==> config.mk <==
export PLATFORM = sky130hd
export DESIGN_NAME = seven_seg_scan
export DESIGN_NICKNAME = d
export VERILOG_FILES = /design/src/rtl/seven_seg_scan.sv
export SDC_FILE = /design/constraint.sdc
export NUM_CORES = 1
export LEC_CHECK = 0
export BUFFER_PORTS_ARGS = -buffer_cell sky130_fd_sc_hd__clkbuf_2
export CAP_MARGIN = 20
export CORE_UTILIZATION = 25
export DETAILED_ROUTE_END_ITERATION = 10
export PLACE_DENSITY = 0.4
export RECOVER_POWER = 25
export SLEW_MARGIN = 20
export SYNTH_ARGS = -nofsm -noshare
export SYNTH_HDL_FRONTEND = slang
export SYNTH_SLANG_ARGS = --single-unit
==> constraint.sdc <==
create_clock -name Clk -period 2.3 [get_ports Clk]
set_input_delay 0.23 -clock Clk [delete_from_list [all_inputs] [get_ports Clk]]
set_output_delay 0.23 -clock Clk [all_outputs]
set_load 0.01 [all_outputs]
==> src/rtl/seven_seg_scan.sv <==
// Four-digit multiplexed seven-segment driver with per-slot anode blanking.
// Optional leading-zero blanking: define SEVEN_SEG_LEADING_ZERO_BLANK_EN.
module seven_seg_scan #(
  parameter int SCAN_DIV     = 50000,
  parameter int BLANK_CYCLES = 500
) (
  input  logic       Clk,
  input  logic       Reset,
  input  logic [3:0] BCD0,
  input  logic [3:0] BCD1,
  input  logic [3:0] BCD2,
  input  logic [3:0] BCD3,
  output logic [6:0] Seg,
  output logic       Dp,
  output logic [3:0] An
);

  localparam int CW = (SCAN_DIV > 2) ? $clog2(SCAN_DIV) : 1;
  localparam logic [CW-1:0] CNT_MAX = CW'(SCAN_DIV - 1);
  localparam logic [CW-1:0] BLANK_N = CW'(BLANK_CYCLES);

  logic [CW-1:0] cnt_q, cnt_d;
  logic [1:0]    s_q, s_d;
  logic [15:0]   shadow_q, shadow_d;
  logic [3:0]    an_q, an_d;
  logic [6:0]    seg_q, seg_d;
  logic [3:0]    digit;
  logic          lz;

  function automatic logic [6:0] decode(input logic [3:0] d);
    logic [6:0] r;
    case (d)
      4'd0:    r = 7'h40;
      4'd1:    r = 7'h79;
      4'd2:    r = 7'h24;
      4'd3:    r = 7'h30;
      4'd4:    r = 7'h19;
      4'd5:    r = 7'h12;
      4'd6:    r = 7'h02;
      4'd7:    r = 7'h78;
      4'd8:    r = 7'h00;
      4'd9:    r = 7'h10;
      4'd15:   r = 7'h3F;
      default: r = 7'h7F;
    endcase
    return r;
  endfunction

  assign digit = shadow_q[{s_q, 2'b00} +: 4];

`ifdef SEVEN_SEG_LEADING_ZERO_BLANK_EN
  logic z3, z2, z1;
  assign z3 = (shadow_q[15:12] == 4'd0);
  assign z2 = z3 && (shadow_q[11:8] == 4'd0);
  assign z1 = z2 && (shadow_q[7:4] == 4'd0);
  always_comb begin
    lz = 1'b0;
    case (s_q)
      2'd1:    lz = z1;
      2'd2:    lz = z2;
      2'd3:    lz = z3;
      default: lz = 1'b0;
    endcase
  end
`else
  assign lz = 1'b0;
`endif

  always_comb begin
    cnt_d    = cnt_q + CW'(1);
    s_d      = s_q;
    shadow_d = shadow_q;
    an_d     = 4'hF;
    seg_d    = 7'h7F;
    if (cnt_q == CNT_MAX) begin
      cnt_d = '0;
      s_d   = s_q + 2'd1;
    end
    // Frame start: latch all digits at once so a frame never tears
    if (s_q == 2'd0 && cnt_q == '0) begin
      shadow_d = {BCD3, BCD2, BCD1, BCD0};
    end
    if (cnt_q >= BLANK_N) begin
      an_d  = ~(4'b0001 << s_q);
      seg_d = lz ? 7'h7F : decode(digit);
    end
  end

  always_ff @(posedge Clk) begin
    if (Reset) begin
      cnt_q    <= '0;
      s_q      <= 2'd0;
      shadow_q <= 16'h0000;
      an_q     <= 4'hF;
      seg_q    <= 7'h7F;
    end else begin
      cnt_q    <= cnt_d;
      s_q      <= s_d;
      shadow_q <= shadow_d;
      an_q     <= an_d;
      seg_q    <= seg_d;
    end
  end

  assign An  = an_q;
  assign Seg = seg_q;
  assign Dp  = 1'b1;

endmodule

==> metrics, run 1 <==
cell chosen for the clock root=clkbuf_8; Net Count, Synth=roughly 280; largest cells by area after synthesis=dfxtp_1 (41%), ha_1 (6.8%), a21oi_1 (5.5%); Final Hold Fails=0; die area=~9000 um2; fillers=roughly 900; Setup CP Type=flop to flop; Worst slew margin=approximately 60%; Clk network pwr share=about 37%; Num CTS Buffers=5; Final Worst Setup Slack=about 230 ps; syn avg cell area=around 9 um2; crit-path max cell delay=580 ps; switching power=about 390 uW; IO buf count=28; pre-CTS setup slack=about 180 ps; Post-synth EDFFs=0; worst min-delay path class=input pin to flop; clock skew=~10 ps; Rows=33; CTS max path bufs=2; Sum Neg Setup Slack=0 ps; worst-margin pin slew=about 610 ps; first-pass GRT wire length=around 7600 um; Sw Ratio=roughly 24%; top cell type's share of synthesized area=41.1%; synthesized instance count=approximately 250; peak supply drop=~0.23 mV; Max Freq=482 MHz; most common cell in the netlist=dfxtp_1; CP max FO=18; drt via density=about 4.6; antenna violations before repair=0; Net count, final=298; critical path required time=2470 ps; final core occ=between 30% and 40%; slowest CP cell=or4_4; Post-synth top cells=dfxtp_1 (45), a21oi_1 (24), o21ai_0 (24); largest net degree at the start of global routing=22; vias in the first global route=1521; initial DRC count=64; Detail Placement HPWL=about 3400 um; Critical Path Sink Type=flop; gr usage total=between 10% and 20%; Routed WL=4700 um; Final setup viols=0; Synth Flop Type=dfxtp_1; Vert. Die Dim=approximately 96 um; ANT cells=0; MaxCap Viol Count=0; RSZ-0062 raised after global routing=false; outcome=finished clean; total number of vias=~1700; CP startpoint kind=flop; Core Region=roughly 8300 um2; Sequential Power Share=about half; Max H-tree Level=2; share of post-route cells with drive strength above 1=between 10% and 20%; Antenna Violating Nets Remaining=0; Layout area overhead=15.1%; Seq. cell area=approximately 900 um2; Synth Register Bits=45; Seq/Total Area, Yosys=between 40 and 50%; DRC viols=0; data arrival time of the worst path=2240 ps; clock sink count=45; Power Density=about 640 nW/um2; Slew Viols, Final=0; clock period minus worst slack=approximately 2100 ps; Die X-Extent=between 90 and 100 um; Synth cell types=39; TritonCTS clock tree=done; WHS=162 ps; worst-path cell chain=or4_4, or4_1, buf_4, o21ai_0, a21oi_1; Synth Cell Area=between 2000 and 2500 um2; combinational fraction of design power=between 10 and 15%; fin crit share=between 90% and 100%; CTS Hold Bufs=0; Power, Total=between 1.5 and 2 mW; multi-input combinational cell area=around 1100 um2; Pleak=between 0.9 and 1 nW; Post-synth ARST share=0%; Top Ports=30; clk_lat worst skew=~300 ps; synth warn=0; GP Congestion=~0.72; remaining global-route overflow=0; biggest area consumer among synthesized cells=dfxtp_1; clk slew on worst S/H paths=90 ps; initial core utilization=26.3%; Internal=roughly 1.2 mW; average wire per cell in the routed design=12.6 um; first-pass iteration count of the detailed router=4
## power by group through the flow
stage	combinational (mW)	sequential (mW)	clock (mW)
floorplan	0.140	0.837	0
global placement	0.190	0.847	0
detailed placement	0.189	0.846	0
CTS	0.190	0.827	0.623
global route	0.212	0.832	0.661
finish	0.185	0.827	0.600
## cell usage in the layout (no fill, tap or decap), types with 2 or more instances in the layout
master,instances
mux4_2,4
or3_1,3
nand4_1,8
xnor2_1,6
clkbuf_1,13
and3_1,5
and4_1,5
clkbuf_8,5
clkbuf_2,17
a21oi_1,24
mux2i_1,2
nand3_1,23
nor3_1,2
nor4_1,2
nand2_1,9
ha_1,12
nor2_2,2
xor2_1,6
buf_4,5
dfxtp_1,44
mux2_2,2
o21ai_0,24
nor2_1,14
inv_1,14
## metal layers
layer	up-vias	track usage, %	wire, um
met4	0	4.10	71
met5	-	0	0
met2	31	16.2	1960
li1	900	-	-
met1	789	15.5	2500
met3	5	2.63	173
## critical path: cells and delay by family, from the launching register on
family	cells	cell delay (ps)
DFF	1	360
buffers and inverters	1	230
AOI/OAI and AO/OA	2	290
and+or+nand+nor	2	1080
## kinds of logic (layout without fill, tap and decap cells)
kind of cell,Yosys count,in the layout,share of synthesized area [%]
AO/OA/AOI/OAI,54,54,13.5
other,1,1,0.171
flip-flops,45,45,41.1
XOR/XNOR,12,12,4.79
adder cells (fa/ha/maj),12,12,6.85
buffers and inverters,33,57,6.96
AND/OR/NAND/NOR,80,80,20.7
multiplexers,8,8,6.05
## per-stage QoR
step,instances,instance area [um2]
after floorplan,245,2190
after global placement,366,2430
after detailed placement,366,2430
after CTS,374,2540
after global routing,374,2520
final,374,2520
## sequential cells by signal (all words and copies together) (netlist names)
| signal | count |
|---|---|
| s_q | 2 |
| Seg | 7 |
| shadow_q | 16 |
| An | 4 |
| cnt_q | 16 |
## final cells by class
type	instances	area share, %
clock inverters	2	1.54
flip-flops and latches	45	35.7
repair buffers	35	7.43
well taps	105	5.20
clock buffers	6	2.87
multi-input cells	167	45.1
inverters	14	2.08
## timing repair
action / in CTS / in global routing
buffers inserted: 0 / 0
gates resized for setup: 0 / 1
setup endpoints to repair: 0 / 1
## path summary, 6_finish.rpt
check	start	endpoint	slack (ps)	depth (start not counted)
worst max-delay path	cnt_q[13]	shadow_q[9]	230	5
worst min-delay path	BCD0[3]	shadow_q[3]	160	3
worst max register to register	cnt_q[13]	shadow_q[9]	230	5
worst min register to register	shadow_q[15]	shadow_q[15]	480	2
No activity file was read; power rests on OpenSTA's default activity.
==> inputs of run 2 (changes only) <==
--- a/config.mk
+++ b/config.mk
@@ -7,6 +7,7 @@
 export LEC_CHECK = 0
 export BUFFER_PORTS_ARGS = -buffer_cell sky130_fd_sc_hd__clkbuf_2
 export CAP_MARGIN = 20
+export CORE_MARGIN = 8
 export CORE_UTILIZATION = 25
 export DETAILED_ROUTE_END_ITERATION = 10
 export PLACE_DENSITY = 0.4
==> metrics, run 2 (synthesis results as in run 1) <==
clk slew on worst S/H paths=100 ps (about the same); Max H-tree Level=2 (unchanged); Antenna Violating Nets Remaining=0 (unchanged); fin crit share=90.6% (+0.42 points); CTS Hold Bufs=0 (unchanged); Post-CTS Resized=0 (unchanged); Max Freq=480 MHz (-0.47%); multi-input combinational cell area=1140 um2 (unchanged); critical path required time=2470 ps (about the same); Sw Ratio=26.9% (+2.5 points); largest net degree at the start of global routing=22 (unchanged); first-pass iteration count of the detailed router=4 (unchanged); first-pass GRT wire length=8590 um (+12%); CP max FO=18 (unchanged); outcome=finished clean; worst-margin pin slew=623 ps (+11.8 ps); Setup CP Type=flop to flop; Rows=34 (+3.0%); Final setup viols=0 (unchanged); peak supply drop=0.213 mV (-8.8%); antenna violations before repair=0 (unchanged); crit-path max cell delay=590 ps (about the same); share of post-route cells with drive strength above 1=15.9% (-0.059 points); Top Ports=30 (unchanged); most frequent cells in the layout=dfxtp_1 (45), o21ai_0 (24), a21oi_1 (24), nand3_1 (23), clkbuf_2 (17); vias in the first global route=1722 (+13%); commonest non-fill, non-tap cell in the layout=dfxtp_1; remaining global-route overflow=0 (unchanged); Pleak=0.931 nW (-1.4%); Critical Path Sink Type=flop; Net count, final=299 (+0.34%); slowest CP cell=or4_4; switching power=407 uW (+3.8%); DRC viols=0 (unchanged); ANT cells=0 (unchanged); RSZ-0062 raised after global routing=false; Internal=1.11 mW (-9.2%); GP Congestion=0.740 (+2.2%); Sum Neg Setup Slack=0 ps (unchanged); worst-path cell chain=or4_4, or4_1, buf_4, o21ai_0, a21oi_1; Slew Viols, Final=0 (unchanged); Core Region=8640 um2 (+3.5%); average wire per cell in the routed design=13.4 um (+6.3%); Vert. Die Dim=110 um (+15%); Num CTS Buffers=5 (unchanged); Die X-Extent=110 um (+15%); fillers=940 (+4.7%); total number of vias=1761 (+2.1%); Clk network pwr share=33.0% (-4.2 points); Routed WL=5050 um (+7.4%); clock skew=13.0 ps (+2.73 ps); postcts setup bufs=0 (unchanged); Layout area overhead=14.5%; IO buf count=28 (unchanged); CTS max path bufs=2 (unchanged); Power Density=604 nW/um2 (-5.5%); CP startpoint kind=flop; data arrival time of the worst path=2260 ps (+20 ps); Seq. cell area=901 um2 (-0.14%); clock sink count=45 (unchanged); Worst slew margin=58.1% (-0.79 points); initial core utilization=25.4% (-0.90 points); MaxCap Viol Count=0 (unchanged); drt via density=4.66 (+1.0%); pre-CTS setup slack=219 ps (+36.5 ps); Final Worst Setup Slack=217 ps (-9.74 ps); clock period minus worst slack=2080 ps (+9.74 ps); worst min-delay path class=input pin to flop; initial DRC count=77 (+20%); die area=12000 um2 (+31%); TritonCTS clock tree=done; gr usage total=9.00% (-2.0 points); cell chosen for the clock root=clkbuf_8; Final Hold Fails=0 (unchanged); combinational fraction of design power=12.3% (+0.8 points); Sequential Power Share=54.6% (+3.3 points); Detail Placement HPWL=3610 um (+6.6%); clk_lat worst skew=300 ps (about the same)
-- run 2: layer usage --
layer / global-route usage (%) / vias to the layer above / share of wire, %
met2: 12.5 / 33 / 41
met3: 2.29 / 4 / 5.1
li1: - / 902 / -
met5: 0 / - / 0
met1: 12.8 / 822 / 52
met4: 3.76 / 0 / 1.4
-- run 2: area by class of cell --
cell class | count | area share, %
Clock buffer | 6 | 2.89
Inverter | 14 | 2.09
Multi-Input combinational cell | 167 | 45.4
Clock inverter | 2 | 0.598
Tap cell | 108 | 5.38
Sequential cell | 45 | 35.9
Timing Repair Buffer | 36 | 7.77
-- run 2: metrics by stage --
stage	power (mW)	area (um2)	util, %	hold slack [ps]	cells
2_1_floorplan	0.976	2190	-	340	245
3_3_place_gp	1.04	2440	28.3	467	370
3_5_place_dp	1.03	2440	28.3	469	370
4_1_cts	1.54	2530	29.3	143	378
5_1_grt	1.61	2510	29.1	151	378
6_report	1.52	2510	29.1	149	378
-- run 2: worst max-delay path, delay by kind of cell (launching register included) --
family,cells,cell delay [ps]
buffers and inverters,1,240
AND/OR/NAND/NOR,2,1090
flip-flops,1,370
AO/OA/AOI/OAI,2,280
-- run 2: worst paths after layout --
kind                                   from          end  slack (ps)  depth (start not counted)
worst min-delay path                BCD0[3]  shadow_q[3]         150                          3
worst min register to register  shadow_q[0]  shadow_q[0]         480                          2
worst max register to register    cnt_q[13]  shadow_q[4]         220                          5
worst max-delay path              cnt_q[13]  shadow_q[4]         220                          5
-- run 2: power by group through the flow --
| stage | clock network, mW | registers (mW) | logic (mW) |
|---|---|---|---|
| after floorplan | 0 | 0.837 | 0.140 |
| after global placement | 0 | 0.849 | 0.189 |
| after detailed placement | 0 | 0.846 | 0.188 |
| after CTS | 0.525 | 0.828 | 0.189 |
| after global routing | 0.562 | 0.833 | 0.214 |
| final | 0.501 | 0.828 | 0.187 |
